## src/rtl/ep_stream_pkg.sv

```systemverilog
// Shared types and constants for the endpoint stream reader.
// FSM state encoding, address-select bits and datapath widths.
package ep_stream_pkg;

   typedef enum logic [1:0] {
      ST_IDLE  = 2'd0,
      ST_RD    = 2'd1,
      ST_GAP   = 2'd2,
      ST_DRAIN = 2'd3
   } rd_state_e;

   // Address MSB: buffer memory vs. register file
   localparam logic BUF_SEL = 1'b0;
   localparam logic REG_SEL = 1'b1;

   localparam int SMP_W  = 16;
   localparam int LEN_W  = 11;
   localparam int WORD_W = 32;

endpackage

```

## src/rtl/ep_word_fifo.sv

```systemverilog
// Synchronous word FIFO with flush; read data is first-word-fall-through.
// Ports: clk_i, rst_i, flush_i, push_i/wdata_i, pop_i/rdata_o, full_o, empty_o, count_o.
module ep_word_fifo
   import ep_stream_pkg::*;
#(
   parameter int DEPTH = 8
) (
   input  logic                     clk_i,
   input  logic                     rst_i,
   input  logic                     flush_i,
   input  logic                     push_i,
   input  logic [WORD_W-1:0]        wdata_i,
   input  logic                     pop_i,
   output logic [WORD_W-1:0]        rdata_o,
   output logic                     full_o,
   output logic                     empty_o,
   output logic [$clog2(DEPTH):0]   count_o
);

   localparam int PW = $clog2(DEPTH);

   logic [WORD_W-1:0] mem_q [DEPTH];
   logic [PW-1:0]     wr_q;
   logic [PW-1:0]     rd_q;
   logic [PW:0]       cnt_q;
   logic              do_push;
   logic              do_pop;

   assign do_push = push_i & ~full_o;
   assign do_pop  = pop_i & ~empty_o;

   assign full_o  = (cnt_q == (PW+1)'(DEPTH));
   assign empty_o = (cnt_q == '0);
   assign count_o = cnt_q;
   assign rdata_o = mem_q[rd_q];

   always_ff @(posedge clk_i) begin
      if (do_push) begin
         mem_q[wr_q] <= wdata_i;
      end
   end

   always_ff @(posedge clk_i or posedge rst_i) begin
      if (rst_i) begin
         wr_q  <= '0;
         rd_q  <= '0;
         cnt_q <= '0;
      end else if (flush_i) begin
         wr_q  <= '0;
         rd_q  <= '0;
         cnt_q <= '0;
      end else begin
         if (do_push) begin
            wr_q <= wr_q + PW'(1);
         end
         if (do_pop) begin
            rd_q <= rd_q + PW'(1);
         end
         // Simultaneous push and pop leave the count unchanged
         cnt_q <= cnt_q + (PW+1)'(do_push) - (PW+1)'(do_pop);
      end
   end

endmodule

```

## src/rtl/ep_stream_reader.sv

```systemverilog
// Wishbone read master draining an endpoint buffer into a 16-bit sample stream.
// Ports: start_i/buf_ptr_i/len_i command, busy_o/done_o/err_o status, wb_* master, smp_* stream.
module ep_stream_reader
   import ep_stream_pkg::*;
#(
   parameter int AW         = 13,
   parameter int FIFO_DEPTH = 8,
   parameter int TIMEOUT    = 255
) (
   input  logic              clk_i,
   input  logic              rst_i,
   input  logic              start_i,
   input  logic [AW-2:0]     buf_ptr_i,
   input  logic [LEN_W-1:0]  len_i,
   output logic              busy_o,
   output logic              done_o,
   output logic              err_o,
   output logic [AW-1:0]     wb_addr_o,
   input  logic [WORD_W-1:0] wb_data_i,
   input  logic              wb_ack_i,
   output logic              wb_we_o,
   output logic              wb_stb_o,
   output logic              wb_cyc_o,
   output logic [SMP_W-1:0]  smp_data_o,
   output logic              smp_valid_o,
   input  logic              smp_ready_i
);

   localparam int CW = $clog2(FIFO_DEPTH) + 1;
   localparam int TW = $clog2(TIMEOUT + 1);
   localparam logic [CW-1:0] FULL_CNT = CW'(FIFO_DEPTH);
   localparam logic [TW-1:0] TMO_LAST = TW'(TIMEOUT - 1);

   rd_state_e         state_q;
   logic [AW-2:0]     addr_q;
   logic [LEN_W-1:0]  rem_q;
   logic [TW-1:0]     tmo_q;
   logic              stb_q;
   logic              busy_q;
   logic              done_q;
   logic              err_q;

   logic [WORD_W-1:0] fifo_rdata;
   logic              fifo_full;
   logic              fifo_empty;
   logic [CW-1:0]     fifo_cnt;

   logic [SMP_W-1:0]  smp_q;
   logic [SMP_W-1:0]  hi_q;
   logic              smp_vld_q;
   logic              hi_vld_q;

   logic              push;
   logic              pop;
   logic              tmo_hit;
   logic              take;
   logic              drained;

   assign push    = stb_q & wb_ack_i;
   assign tmo_hit = stb_q & ~wb_ack_i & (tmo_q == TMO_LAST);

   // Output register can take a new half this cycle
   assign take    = ~smp_vld_q | smp_ready_i;
   assign pop     = take & ~hi_vld_q & ~fifo_empty & ~tmo_hit;

   // Unpacker and FIFO will both be empty after this edge
   assign drained = fifo_empty & ~hi_vld_q & take;

   assign wb_addr_o   = {BUF_SEL, addr_q};
   assign wb_we_o     = 1'b0;
   assign wb_stb_o    = stb_q;
   assign wb_cyc_o    = stb_q;
   assign busy_o      = busy_q;
   assign done_o      = done_q;
   assign err_o       = err_q;
   assign smp_data_o  = smp_q;
   assign smp_valid_o = smp_vld_q;

   ep_word_fifo #(
      .DEPTH (FIFO_DEPTH)
   ) u_fifo (
      .clk_i   (clk_i),
      .rst_i   (rst_i),
      .flush_i (tmo_hit),
      .push_i  (push),
      .wdata_i (wb_data_i),
      .pop_i   (pop),
      .rdata_o (fifo_rdata),
      .full_o  (fifo_full),
      .empty_o (fifo_empty),
      .count_o (fifo_cnt)
   );

   always_ff @(posedge clk_i or posedge rst_i) begin
      if (rst_i) begin
         state_q <= ST_IDLE;
         addr_q  <= '0;
         rem_q   <= '0;
         tmo_q   <= '0;
         stb_q   <= 1'b0;
         busy_q  <= 1'b0;
         done_q  <= 1'b0;
         err_q   <= 1'b0;
      end else begin
         done_q <= 1'b0;
         err_q  <= 1'b0;
         unique case (state_q)
            ST_IDLE: begin
               if (start_i) begin
                  addr_q <= buf_ptr_i;
                  rem_q  <= len_i;
                  busy_q <= 1'b1;
                  if (len_i == '0) begin
                     state_q <= ST_DRAIN;
                  end else if (fifo_cnt < FULL_CNT) begin
                     state_q <= ST_RD;
                     stb_q   <= 1'b1;
                     tmo_q   <= '0;
                  end else begin
                     state_q <= ST_GAP;
                  end
               end
            end
            ST_RD: begin
               if (wb_ack_i) begin
                  addr_q  <= addr_q + (AW-1)'(1);
                  rem_q   <= rem_q - LEN_W'(1);
                  stb_q   <= 1'b0;
                  state_q <= ST_GAP;
               end else if (tmo_hit) begin
                  stb_q   <= 1'b0;
                  busy_q  <= 1'b0;
                  err_q   <= 1'b1;
                  state_q <= ST_IDLE;
               end else begin
                  tmo_q <= tmo_q + TW'(1);
               end
            end
            ST_GAP: begin
               if (rem_q == '0) begin
                  state_q <= ST_DRAIN;
               end else if (!fifo_full) begin
                  state_q <= ST_RD;
                  stb_q   <= 1'b1;
                  tmo_q   <= '0;
               end
            end
            ST_DRAIN: begin
               if (drained) begin
                  busy_q  <= 1'b0;
                  done_q  <= 1'b1;
                  state_q <= ST_IDLE;
               end
            end
            default: begin
               state_q <= ST_IDLE;
               stb_q   <= 1'b0;
            end
         endcase
      end
   end

   // Unpacker: low half first, high half parked until the low half is taken
   always_ff @(posedge clk_i or posedge rst_i) begin
      if (rst_i) begin
         smp_q     <= '0;
         hi_q      <= '0;
         smp_vld_q <= 1'b0;
         hi_vld_q  <= 1'b0;
      end else if (tmo_hit) begin
         smp_vld_q <= 1'b0;
         hi_vld_q  <= 1'b0;
      end else if (take) begin
         if (hi_vld_q) begin
            smp_q     <= hi_q;
            smp_vld_q <= 1'b1;
            hi_vld_q  <= 1'b0;
         end else if (!fifo_empty) begin
            smp_q     <= fifo_rdata[SMP_W-1:0];
            hi_q      <= fifo_rdata[WORD_W-1:SMP_W];
            smp_vld_q <= 1'b1;
            hi_vld_q  <= 1'b1;
         end else begin
            smp_vld_q <= 1'b0;
         end
      end
   end

endmodule

```

## config.mk

```make
export PLATFORM = sky130hd
export DESIGN_NAME = ep_stream_reader
export DESIGN_NICKNAME = d
export VERILOG_FILES = /design/src/rtl/ep_stream_pkg.sv /design/src/rtl/ep_word_fifo.sv /design/src/rtl/ep_stream_reader.sv
export SDC_FILE = /design/constraint.sdc
export NUM_CORES = 1
export LEC_CHECK = 0
export ABC_CLOCK_PERIOD_IN_PS = 7300
export CAP_MARGIN = 20
export CELL_PAD_IN_SITES_DETAIL_PLACEMENT = 1
export CELL_PAD_IN_SITES_GLOBAL_PLACEMENT = 1
export CORE_ASPECT_RATIO = 0.6
export CORE_MARGIN = 1.5
export CORE_UTILIZATION = 56
export CTS_BUF_LIST = sky130_fd_sc_hd__clkbuf_8
export CTS_CLUSTER_DIAMETER = 50
export DETAILED_ROUTE_END_ITERATION = 8
export PLACE_DENSITY_LB_ADDON = 0.1
export SETUP_SLACK_MARGIN = 0.02
export SYNTH_ARGS = -nofsm -noshare
export SYNTH_HDL_FRONTEND = slang
export SYNTH_SLANG_ARGS = --single-unit
```

## constraint.sdc

```tcl
create_clock -name clk_i -period 7.3 [get_ports clk_i]
set_input_delay 1.46 -clock clk_i [delete_from_list [all_inputs] [get_ports clk_i]]
set_output_delay 1.46 -clock clk_i [all_outputs]
set_load 0.01 [all_outputs]
```

==> flow_summary.ini <==
[outcome]
run_status = complete, no violations

[min_path]
min_from = smp_data_o[0]
min_path_type = reg2reg
worst_hold_path.endpoint = smp_data_o[0]
hold_depth = 2

[cts]
cts_buffer_depth = 3
ctsHoldBuffers = 0
root_buffer = clkbuf_8
cts_tree = done
cts.clk_slew.worst_paths_ns = 0.06
numCtsBuffers = 47
clkLatencyLatePin_ns = 0.58
ctsResizeCount = 0
clkSinkCount = 337
cts_setup_buffers = 0
h-tree-depth = 2

[critical_path]
endpoint_kind = flip-flop
worstPathMaxFanout = 8
critPathMostFrequentCell = ha_1
crit_family = adder cells
crit-reg2reg-launch = u_fifo.count_o[3]
worstSetupPathType = in2reg
reg2reg_to = u_fifo.count_o[2]
required_ns = 7.75
crit_buf_inv = 2
cpPeakStageDelay_ns = 0.72
r2r_cells = 10
crit_path_start_kind = primary input
cp_slowest_cell = a311oi_1
crit_arrival_ns = 4.40
cp_cell_sequence = clkdlybuf4s50_1 -> nor2b_1 -> a311oi_1 -> nor2b_2 -> ha_1 -> inv_1 -> ha_1 -> fa_1 -> xnor2_1 -> nor2_1
reg2reg_slack_ns = 4.12

[synth]
syn-cell-area_um2 = 13800
synth_xor_area_frac = 0.00318
synth_area_leaders = edfxtp_1 56%, dfrtp_1 15%, mux4_2 10%, a21oi_1 2.5%, mux2i_1 2.5%
ys_types = 57
synth_edf_count = 256
ys.flop_type = edfxtp_1
postSynthCellCount = 859
muxShareOfSynthArea = 0.131
synth_top_family_by_area = multiplexers
synthAdderAreaFrac = 0.0124
syn_avg_cell_area_um2 = 16.0
synth_warnings = 0
yosysMostFrequentCell = edfxtp_1
synth-simple-area-share = 0.0618
synthArstFlopShare = 0.240
synth_seq_cells = 337
ys_seq_area_frac = 0.706
synth.top_cell.area_share = 0.559
ys_top_cells_by_count = 256 x edfxtp_1, 81 x dfrtp_1, 72 x nor2_1
synth_compound_area_frac = 0.0660
synth_largest_area_cell = edfxtp_1

[routing]
wire_per_inst_um = 25.4
final_antenna_net_count = 0
drt-pass1-iter-count = 5
viasPerCell = 6.12
drt_iter0_drc = 715
route.vias.total = 8122
drc = 0
wl_mm = 33.8

[timing]
setup_violations = 0
final-max-slew-violation-count = 0
hold_viol_final = 0
finalCritPeriodShare = 0.541
tns_ns = 0
fmax_mhz = 253
max_slew_margin = 0.319
tightest_slew_ns = 1.02
grt_setup_unrepaired = no
layout_min_cycle_time_ns = 3.95
layout_setup_ws_ns = 3.35
finClkSkew_ns = 0.0186

[die]
initial_core_util = 0.569
dieWidth_um = 205
fp.dieH_um = 124
rows = 44
dieArea_um2 = 25500
num_io_pins = 96
core_um2 = 24200

[global_routing]
grt_pass1_vias = 8795
gr-total-overflow = 0
grt_busiest_layer = met2
grt_max_degree = 77
grt_pass1_wl_mm = 52.3
track_usage = 0.277
met3_usage = 0.0450
antenna_found_initial = 0
met2_usage = 0.433
grtUsageMet1 = 0.410

[final_layout]
post-route-util = 0.662
register_area_um2 = 9720
areaGrowthSynthToFinish_pct = 16.3
fillers = 2148
antenna_cells = 0
drive_gt1_frac = 0.159
multi_input_area_um2 = 3850
fin_cells = 1328
layout.nets = 1043

[placed_design]
routabilityCongestion = 0.844
port-buffer-count = 93
dp_hpwl_mm = 20.7
dp.cells = 1240
place_ws_ns = 2.07

[power_and_ir_drop]
power_mw = 6.29
p_per_area_nw_per_um2 = 393
cellLeakagePower_nw = 5.60
vdd.ir_drop.worst_mv = 0.275

[run]
maxCapViolCount = 0
==> stage by stage <==
step	hold WS, ns	instance area, um2
floorplan	0.444	13800
global placement	0.469	15100
detailed placement	0.483	15100
CTS	0.505	15900
global route	0.518	16000
finish	0.499	16000
==> cell type report <==
| class | count | area share |
|---|---|---|
| multi-input cells | 460 | 0.240 |
| clock inverters | 34 | 0.0101 |
| inverters | 13 | 0.00313 |
| flip-flops and latches | 337 | 0.608 |
| well taps | 322 | 0.0252 |
| clock buffers | 51 | 0.0439 |
| repair buffers | 111 | 0.0696 |
==> cell families after synthesis <==
family	after synthesis
AOI/OAI and AO/OA	157
xor gates and xnor gates	5
adders and majority gates	13
buffers and inverters	63
DFF	337
muxes	100
other	1
and+or+nand+nor	183
==> where the power goes <==
| part | switching (mW) | internal, mW |
|---|---|---|
| Sequential | 0.346 | 2.44 |
| Combinational | 1.17 | 0.960 |
| Clock | 0.696 | 0.678 |
| Total | 2.21 | 4.08 |
==> worst max path at each step <==
stage | endpoint | cells after the start | slack, ns | from
after global routing | u_fifo.count_o[2] | 10 | 3.21 | smp_ready_i
after floorplan | u_fifo.mem_q[0][0] | 4 | 2.69 | wb_ack_i
after detailed placement | u_fifo.count_o[1] | 9 | 2.07 | smp_ready_i
final | u_fifo.count_o[2] | 10 | 3.35 | smp_ready_i
after CTS | u_fifo.count_o[1] | 9 | 2.68 | smp_ready_i
after global placement | u_fifo.count_o[1] | 9 | 2.41 | smp_ready_i
==> flip-flops by register name, indices dropped and copies added (netlist names) <==
signal          count
rem_q              11
hi_q               16
done_o              1
tmo_q               8
hi_vld_q            1
busy_o              1
u_fifo.count_o      4
smp_data_o         16
wb_cyc_o            1
smp_valid_o         1
err_o               1
u_fifo.wr_q         3
u_fifo.rd_q         3
u_fifo.mem_q      256
addr_q             12
state_q             2
==> worst min-delay path: stages (launching register included) <==
cell and delay, ns:
dfrtp_1 0.35, nand2_1 0.05, o21ai_0 0.07
==> routing by layer <==
| metal | vias to the layer above | wire length (um) | share of wire |
|---|---|---|---|
| met4 | 0 | 570 | 0.017 |
| li1 | 3557 | - | - |
| met2 | 235 | 16300 | 0.48 |
| met1 | 4276 | 15300 | 0.45 |
| met5 | - | 0 | 0 |
| met3 | 54 | 1640 | 0.049 |
==> cells in the final DEF, fill, tap and decap left out, drive strengths merged, types with 12 or more instances in the layout <==
cell	instances
clkbuf	51
clkinv	20
clkdlybuf4s50	93
buf	18
nand2	49
inv	26
a21oi	70
ha	12
o21ai	48
edfxtp	256
nor2	72
mux4	64
nor3	12
mux2i	35
dfrtp	81
Power figures use the tool's default switching activity.
